**config.mk**
```make
export PLATFORM = sky130hd
export DESIGN_NAME = range_hit_accumulator
export DESIGN_NICKNAME = d
export VERILOG_FILES = /design/src/rtl/range_hit_accumulator.sv
export SDC_FILE = /design/constraint.sdc
export NUM_CORES = 1
export LEC_CHECK = 0
export CORE_ASPECT_RATIO = 0.75
export CORE_MARGIN = 10
export CORE_UTILIZATION = 55
export DETAILED_ROUTE_END_ITERATION = 16
export GPL_TIMING_DRIVEN = 1
export HOLD_SLACK_MARGIN = 0.12
export PLACE_DENSITY = 0.81
export SYNTH_ARGS = -nofsm -noshare
export SYNTH_HDL_FRONTEND = slang
export SYNTH_SLANG_ARGS = --single-unit
```
**constraint.sdc**
```tcl
create_clock -name clk -period 4.5 [get_ports clk]
set_input_delay 0.45 -clock clk [delete_from_list [all_inputs] [get_ports clk]]
set_output_delay 0.45 -clock clk [all_outputs]
set_load 0.05 [all_outputs]
```
**src/rtl/range_hit_accumulator.sv**
```systemverilog
// Purpose: per-window statistics (class hits, misses, max) over comparator-flagged 4-bit samples.
// Latency: rpt_valid rises the cycle after the edge that accepts the WINDOW-th sample.
// Backpressure: data_ready is low while a report waits; rpt_ready low stalls the input stream.
module range_hit_accumulator #(
  parameter int WINDOW = 16,
  parameter int CNT_W  = $clog2(WINDOW + 1)
) (
  input  logic             clk,
  input  logic             rst_n,
  input  logic             clear,
  input  logic             data_valid,
  output logic             data_ready,
  input  logic [3:0]       data,
  input  logic             in_range1,
  input  logic             in_range2,
  input  logic             in_range3,
  output logic             rpt_valid,
  input  logic             rpt_ready,
  output logic [CNT_W-1:0] rpt_cnt1,
  output logic [CNT_W-1:0] rpt_cnt2,
  output logic [CNT_W-1:0] rpt_cnt3,
  output logic [CNT_W-1:0] rpt_miss,
  output logic [3:0]       rpt_max
);

  localparam logic [0:0] ST_ACCUM  = 1'b0;
  localparam logic [0:0] ST_REPORT = 1'b1;

  // Index of the final sample of a window; smp_cnt never needs to reach WINDOW itself.
  localparam logic [CNT_W-1:0] LAST_IDX = CNT_W'(WINDOW - 1);

  logic [0:0]       state;
  logic [CNT_W-1:0] smp_cnt;
  logic [CNT_W-1:0] acc1;
  logic [CNT_W-1:0] acc2;
  logic [CNT_W-1:0] acc3;
  logic [CNT_W-1:0] accm;
  logic [3:0]       accmax;

  logic             accept;
  logic             window_done;
  logic             handshake;
  logic             no_hit;

  logic [CNT_W-1:0] acc1_nxt;
  logic [CNT_W-1:0] acc2_nxt;
  logic [CNT_W-1:0] acc3_nxt;
  logic [CNT_W-1:0] accm_nxt;
  logic [3:0]       accmax_nxt;

  // Ready depends only on state and the two control inputs, never on rpt_ready.
  assign data_ready  = (state == ST_ACCUM) && rst_n && !clear;
  assign accept      = data_valid && data_ready;
  assign window_done = accept && (smp_cnt == LAST_IDX);
  assign handshake   = (state == ST_REPORT) && rpt_valid && rpt_ready;

  // Flags are trusted as presented; a value can land in two classes (5 is in range 1 and 2).
  assign no_hit = !in_range1 && !in_range2 && !in_range3;

  // Totals including the current sample, used both for accumulation and for the final report load.
  always_comb begin
    acc1_nxt   = acc1 + CNT_W'(in_range1);
    acc2_nxt   = acc2 + CNT_W'(in_range2);
    acc3_nxt   = acc3 + CNT_W'(in_range3);
    accm_nxt   = accm + CNT_W'(no_hit);
    accmax_nxt = (data > accmax) ? data : accmax;
  end

  // Control FSM: ACCUM until the window closes, REPORT until the report is taken.
  always_ff @(posedge clk) begin
    if (!rst_n) begin
      state     <= ST_ACCUM;
      rpt_valid <= 1'b0;
    end else if (clear) begin
      state     <= ST_ACCUM;
      rpt_valid <= 1'b0;
    end else begin
      case (state)
        ST_ACCUM: begin
          if (window_done) begin
            state     <= ST_REPORT;
            rpt_valid <= 1'b1;
          end
        end
        ST_REPORT: begin
          if (handshake) begin
            state     <= ST_ACCUM;
            rpt_valid <= 1'b0;
          end
        end
        default: begin
          state     <= ST_ACCUM;
          rpt_valid <= 1'b0;
        end
      endcase
    end
  end

  // Running accumulators: advance on accept, restart from zero when the window closes.
  always_ff @(posedge clk) begin
    if (!rst_n || clear) begin
      smp_cnt <= '0;
      acc1    <= '0;
      acc2    <= '0;
      acc3    <= '0;
      accm    <= '0;
      accmax  <= '0;
    end else if (window_done) begin
      smp_cnt <= '0;
      acc1    <= '0;
      acc2    <= '0;
      acc3    <= '0;
      accm    <= '0;
      accmax  <= '0;
    end else if (accept) begin
      smp_cnt <= smp_cnt + 1'b1;
      acc1    <= acc1_nxt;
      acc2    <= acc2_nxt;
      acc3    <= acc3_nxt;
      accm    <= accm_nxt;
      accmax  <= accmax_nxt;
    end
  end

  // Report registers: load once per window and hold until the next window closes.
  always_ff @(posedge clk) begin
    if (!rst_n || clear) begin
      rpt_cnt1 <= '0;
      rpt_cnt2 <= '0;
      rpt_cnt3 <= '0;
      rpt_miss <= '0;
      rpt_max  <= '0;
    end else if (window_done) begin
      rpt_cnt1 <= acc1_nxt;
      rpt_cnt2 <= acc2_nxt;
      rpt_cnt3 <= acc3_nxt;
      rpt_miss <= accm_nxt;
      rpt_max  <= accmax_nxt;
    end
  end

endmodule

```
-- After elaboration in Yosys (flattened, before gate mapping)
Index checks and enable logic that the tools add are counted.
- bits in latches: 0
- memories: 0
- input port bits: 12
- memory bits (read-only): 0
- word-level logic and storage cells: 48
- bits in writable memories: 0
- register bits: 55
- output and inout bits: 26
- multipliers: 0
- shift operators: 0
- $add $sub $neg: 5
- muxes and demuxes: 7
- reduce and logical (&&, ||, !) cells: 17
- magnitude comparators: 1
- eq/ne operators: 3
- bitwise gates (word level): 2
- divide/modulo/power cells: 0
- operators by type and width (kind ; count):
    adder 5 x 1 -> 5 bit ; 4
    logical AND 1 bit ; 8
    adder 5 x 1 -> 5 bit (second input constant) ; 1
    equality test 5 x 4 -> 1 bit (second input constant) ; 1
    logical NOT 1 bit ; 5
    greater-than comparator 4 bit ; 1
    two-way mux 1 bit ; 4
    two-way mux 4 bit ; 1
    case mux 1 bit (2 select lines) ; 2
    OR reduction 2 bit ; 2
    inequality test 2 x 1 -> 1 bit (second input constant) ; 1
    inequality test 2 bit (second input constant) ; 1
    inverter 1 bit ; 2
    AND reduction 2 bit ; 1
    logical OR 1 bit ; 1

-- Logic depth before layout (Yosys ltp)
Gate-level depths: netlist of run 1.
- word-level depth: 7
- mapped depth: 8
- depth with buffers taken out: 7

-- Least setup slack after synthesis of run 1
Ideal clock, no wire load.
- path kind: input -> output
- start point: input port clear
- end point: output port data_ready
- path buffers: 0
- slack: 2.743 ns
- stages: 2
- arrival time: 1.307 ns
- cell sequence: nand2b_1 nor2_1
- longest elaborated chain between the ends: 2
- RTL lines (element ; RTL line ; source):
    start, declared ; 10 ; input logic clear,
    logical NOT 1 bit ; 52 ; assign data_ready = (state == ST_ACCUM) && rst_n && !clear;
    logical AND 1 bit ; 52 ;
    end, declared ; 12 ; output logic data_ready,
Every way passes these cells.

-- Final worst setup path of run 1
Ends and elaborated chain as after synthesis.

==> results by group, run 1 <==
Clock tree
  – CTS Hold Bufs: 0
  – TritonCTS buffer count: 5
  – Clk root buf: clkbuf_8
  – CTS Buffer Depth: 2
  – Clock-pin slew on the worst setup and hold paths: roughly 90 ps
  – Clock Sinks: 55
  – Post-CTS Resized: 0
  – Worst skew pair latency: 320 ps
  – Post-CTS Setup Inserts: 0
  – Max H-tree Level: 2
  – CTS tree: done

Worst setup path
  – Flop2flop setup slack: 2530 ps
  – Worst Path Arrival: 2060 ps
  – Critical R2R Capture: acc1[0]
  – Crit path required time: ~4100 ps
  – Crit path max fanout: 6
  – Setup CP Type: in2out
  – CP startpoint kind: input pin
  – Worst Reg-to-Reg Cells: 7
  – Crit end category: output port
  – RR Startpoint: smp_cnt[0]

Synth
  – Register area share after synthesis: 0.455
  – Synth top area cells: dfxtp_1, ha_1, nand2_1
  – Synth area leader: dfxtp_1
  – Avg Inst Size Synth: about 9 um^2
  – Total number of yosys warnings: 0
  – FFs w/ async S/R, synth: 0
  – Syn Inst Count: 273
  – Ys flop type: dfxtp_1
  – Post-synth EDFFs: 0
  – Synthesized cell area: 2420 um^2
  – Yosys reg bits: 55
  – Net count of the mapped netlist: 299
  – Synth cell types: 32
  – Area share of the largest cell type after synthesis: 0.455

Drt
  – Via Count: 1,907
  – Iter 0 DRT Violations: 105
  – DRC viols: 0
  – Number of routed nets with antenna violations: 0
  – DRT Pass-1 Iters: 4
  – Per-cell routed wire length: 13.9 um
  – WL final: 5030 um
  – Vias per cell: 5.27

STA
  – Fin Setup TNS: 0 ps
  – Slew headroom: 0.595
  – Slew of the pin with the lowest slew margin: 608 ps
  – Final Slew Violations: 0
  – Worst Skew: 5.08 ps
  – Fin crit share: 0.557
  – RSZ-0062 raised after global routing: no
  – Minimum clock period: 2510 ps
  – Worst Hold Slack: roughly 460 ps
  – Final Hold Vio Count: 0
  – Setup violations, final: 0
  – Fmax: 399 MHz
  – Final worst slack: 1990 ps

Die
  – Die span in y: 77.4 um
  – Chip width: 96.6 um
  – Row cnt: 20
  – Die Area: 7480 um^2
  – CORE AREA: between 4000 and 5000 um^2
  – Io pins: 38
  – Initial Util: 0.582

Placed design
  – Placed wire-length estimate: 3610 um
  – Final Wtd Congestion: 0.787
  – IO Port Bufs: 37
  – Pre-CTS setup slack: 1960 ps
  – Post-DP Area: 2790 um^2
  – Placed cell count: around 350

Power
  – Pwr per Cell Area: ~280 nW/um^2
  – Maximum VDD drop: about 0.22 mV
  – Lkg Pwr: ~1.1 nW

Global routing
  – GR Overflow Total: 0
  – Initial antenna violation count: 0
  – First-pass GRT wire length: 8490 um
  – All-Layer GR Usage: 0.139
  – Largest net degree at the start of global routing: 29
  – Vias in the first global route: 1,873

Cells and area
  – Fillcell total: between 300 and 400
  – Area Overhead vs Synth: 18.5%
  – Layout cells sized above 1: 0.0456
  – Final Non-Filler Cells: approximately 360
  – N_diodes: 0
  – Fin nets: 332
  – Most common cell after layout, fill and taps aside: dfxtp_1
  – Most frequent cells in the layout: dfxtp_1, nand2_1, clkdlybuf4s50_1, nand3_1
  – Fin area: 2870 um^2

Outcome
  – Outcome: complete, no violations

Worst hold path
  – Hold worst-path end: rpt_cnt2[1]
  – Hold depth: 2
  – Hold/Removal Path Class: reg2reg
  – Hold_sp: rpt_cnt2[1]

Run
  – Max-Cap Viols: 0
[cells by family (layout without fill, tap and decap cells)]
| kind of cell | Yosys count | count (layout) | share of synthesized area |
|---|---|---|---|
| XOR/XNOR | 19 | 19 | 0.0688 |
| buffers and inverters | 22 | 56 | 0.0502 |
| flip-flops | 55 | 55 | 0.455 |
| AO/OA/AOI/OAI | 46 | 46 | 0.108 |
| AND/OR/NAND/NOR | 109 | 109 | 0.213 |
| adder cells (fa/ha/maj) | 14 | 14 | 0.0724 |
| multiplexers | 8 | 8 | 0.0331 |
[stage by stage]
stage,power (mW),util
2_1_floorplan,0.531,-
3_3_place_gp,0.549,0.670
3_5_place_dp,0.550,0.670
4_1_cts,0.810,0.690
5_1_grt,0.828,0.690
6_report,0.805,0.690
[worst max-delay path by stage]
stage / startpoint / endpoint / depth (start not counted)
after global routing: clear / data_ready / 4
after detailed placement: clear / rpt_miss[3] / 5
final: clear / data_ready / 4
after global placement: clear / data_ready / 4
after floorplan: clear / data_ready / 2
after CTS: clear / data_ready / 4
[final cells by class]
cell class	count	area (um^2)	share of cell area
sequential	55	1100	0.384
clock inverter	1	5.00	0.00175
tap	55	68.8	0.0240
multi-input combinational	196	1200	0.417
clock buffer	7	76.3	0.0266
inverter	9	33.8	0.0118
timing repair buffer	39	385	0.134
[state kept, by name, indices dropped and copies added (netlist names)]
signal     count
accm           5
rpt_max        4
smp_cnt        5
acc3           5
state          1
accmax         4
acc2           5
rpt_valid      1
rpt_cnt3       5
rpt_cnt2       5
rpt_miss       5
rpt_cnt1       5
acc1           5
[power breakdown]
group | switching (mW) | internal, mW | leakage (nW) | total [mW]
Clock | 0.157 | 0.110 | 0.0422 | 0.266
Combinational | 0.0294 | 0.0212 | 0.574 | 0.0506
Sequential | 0.000789 | 0.487 | 0.443 | 0.488
[synthesized netlist by cell type (2+ instances only)]
| cell | number |
|---|---|
| dfxtp_1 | 55 |
| nand2_1 | 45 |
| nand3_1 | 25 |
| a21oi_1 | 18 |
| nor2_1 | 18 |
| o21ai_0 | 15 |
| ha_1 | 14 |
| xor2_1 | 14 |
| inv_1 | 9 |
| mux2i_1 | 8 |
| or3_1 | 8 |
| a211oi_1 | 6 |
| xnor2_1 | 5 |
| buf_2 | 4 |
| buf_6 | 4 |
| o22ai_1 | 4 |
| a21oi_2 | 2 |
| buf_1 | 2 |
| clkbuf_1 | 2 |
| nand2_4 | 2 |
| nand2b_1 | 2 |
[layer usage]
layer / global-route usage / routed length [um]
met1: 0.179 / 2470
met2: 0.209 / 2160
met3: 0.0413 / 323
met4: 0.0565 / 77
met5: 0 / 0
[critical path: stages]
cell             delay (ps)
clkdlybuf4s50_1         440
nand2b_1                250
nor2_1                  120
clkdlybuf4s50_1         810
Note: power is estimated with default switching activity, not from simulation.
==> inputs of run 2 (changes only) <==
--- a/config.mk
+++ b/config.mk
@@ -7,11 +7,11 @@
 export LEC_CHECK = 0
 export CORE_ASPECT_RATIO = 0.75
 export CORE_MARGIN = 10
-export CORE_UTILIZATION = 55
+export CORE_UTILIZATION = 48
 export DETAILED_ROUTE_END_ITERATION = 16
 export GPL_TIMING_DRIVEN = 1
 export HOLD_SLACK_MARGIN = 0.12
-export PLACE_DENSITY = 0.81
+export PLACE_DENSITY = 0.75
 export SYNTH_ARGS = -nofsm -noshare
 export SYNTH_HDL_FRONTEND = slang
 export SYNTH_SLANG_ARGS = --single-unit
==> constraint.sdc (replaced) <==
create_clock -name clk -period 2.3 [get_ports clk]
set_input_delay 0.23 -clock clk [delete_from_list [all_inputs] [get_ports clk]]
set_output_delay 0.23 -clock clk [all_outputs]
set_load 0.05 [all_outputs]
==> run 2 against run 1 <==
Compared with the run above:
- register-to-register slack got worse by 2100 ps
- worst setup slack got worse by 1600 ps
- flip-flop and latch count unchanged
- combinational power increased by 100%
- largest cell class unchanged
- highest routed layer unchanged
==> results by group, run 2 (same netlist as run 1, synthesis figures left out) <==
Worst setup path
  – Crit path required time: 2510 ps
  – Setup CP Type: reg2reg
  – Crit end category: register
  – CP startpoint kind: register
  – Worst Path Arrival: 2100 ps
  – Crit path max fanout: 13

Die
  – Io pins: 38
  – Initial Util: 0.496
  – Die span in y: between 80 and 90 um
  – Chip width: approximately 100 um
  – Row cnt: 22
  – CORE AREA: 4870 um^2
  – Die Area: 8310 um^2

Clock tree
  – Clk root buf: clkbuf_8
  – Clock-pin slew on the worst setup and hold paths: around 90 ps
  – CTS tree: done
  – CTS Hold Bufs: 0
  – CTS Buffer Depth: 2
  – TritonCTS buffer count: 5
  – Max H-tree Level: 2
  – Worst skew pair latency: 310 ps
  – Clock Sinks: 55
  – Post-CTS Setup Inserts: 0
  – Post-CTS Resized: 0

Placed design
  – Placed wire-length estimate: 3690 um
  – IO Port Bufs: 37
  – Final Wtd Congestion: between 0.7 and 0.8

STA
  – Minimum clock period: 1900 ps
  – Worst Skew: roughly 4.2 ps
  – Final Hold Vio Count: 0
  – Slew headroom: 0.654
  – Slew of the pin with the lowest slew margin: roughly 520 ps
  – Fmax: 528 MHz
  – Final Slew Violations: 0
  – Worst Hold Slack: 464 ps
  – RSZ-0062 raised after global routing: no
  – Setup violations, final: 0
  – Fin Setup TNS: 0 ps
  – Fin crit share: 0.824

Drt
  – Number of routed nets with antenna violations: 0
  – WL final: 5010 um
  – Per-cell routed wire length: 13.5 um
  – Vias per cell: 5.10
  – Iter 0 DRT Violations: 58
  – DRC viols: 0
  – DRT Pass-1 Iters: 4
  – Via Count: 1,891

Worst hold path
  – Hold/Removal Path Class: reg2reg

Global routing
  – All-Layer GR Usage: 0.132
  – Largest net degree at the start of global routing: 29
  – First-pass GRT wire length: 8760 um
  – Vias in the first global route: 1,874
  – GR Overflow Total: 0
  – Initial antenna violation count: 0

Cells and area
  – Area Overhead vs Synth: 20.1%
  – Layout cells sized above 1: 0.0643
  – Most common cell after layout, fill and taps aside: dfxtp_1
  – Most frequent cells in the layout: dfxtp_1, nand2_1, clkdlybuf4s50_1, nand3_1
  – Fin nets: 336
  – N_diodes: 0

Power
  – Pwr per Cell Area: between 500 and 600 nW/um^2
  – Lkg Pwr: 1.08 nW
  – Maximum VDD drop: 0.269 mV

Run
  – Max-Cap Viols: 0

Outcome
  – Outcome: complete, no violations
## run 2: power by group
group | internal [mW] | total (mW) | switching, mW
Clock | 0.214 | 0.528 | 0.314
Combinational | 0.0439 | 0.101 | 0.0571
Sequential | 0.954 | 0.956 | 0.00168
Total | 1.21 | 1.58 | 0.373
## run 2: layout make-up
class | count | area, um^2
clock buffer | 6 | 72.6
inverter | 9 | 33.8
fill | 452 | 1970
clock inverter | 2 | 12.5
timing repair buffer | 43 | 413
multi-input combinational | 196 | 1200
sequential | 55 | 1100
tap | 60 | 75.1
## run 2: path summary, 6_finish.rpt
check	slack, ps	start	endpoint	depth (start not counted)
max reg2reg	400	smp_cnt[0]	accm[2]	7
min reg2reg	460	rpt_cnt3[0]	rpt_cnt3[0]	2
max	400	smp_cnt[0]	accm[2]	7
min	460	rpt_cnt3[0]	rpt_cnt3[0]	2
## run 2: worst max-delay path, stage by stage (launching register included)
cell and delay (ps):
dfxtp_1 390, ha_1 180, and3_1 200, ha_1 230, nand2_1 60, nand2_1 370
buf_4 290, nor2_1 70
## run 2: per-stage QoR
step                      instance area (um^2)  setup WS, ps  utilization  total power [mW]  instances
after floorplan                           2420           716            -              1.04        273
after global placement                    2820           237        0.579              1.08        363
after detailed placement                  2820           157        0.579              1.08        363
after CTS                                 2900           415        0.596              1.59        371
after global routing                      2900           231        0.596              1.65        371
final                                     2900           405        0.596              1.58        371
## run 2: metal layers
metal | wire (um) | GRT usage
met5 | 0 | 0
met4 | 88 | 0.0632
met3 | 429 | 0.0529
met2 | 1940 | 0.192
met1 | 2550 | 0.168
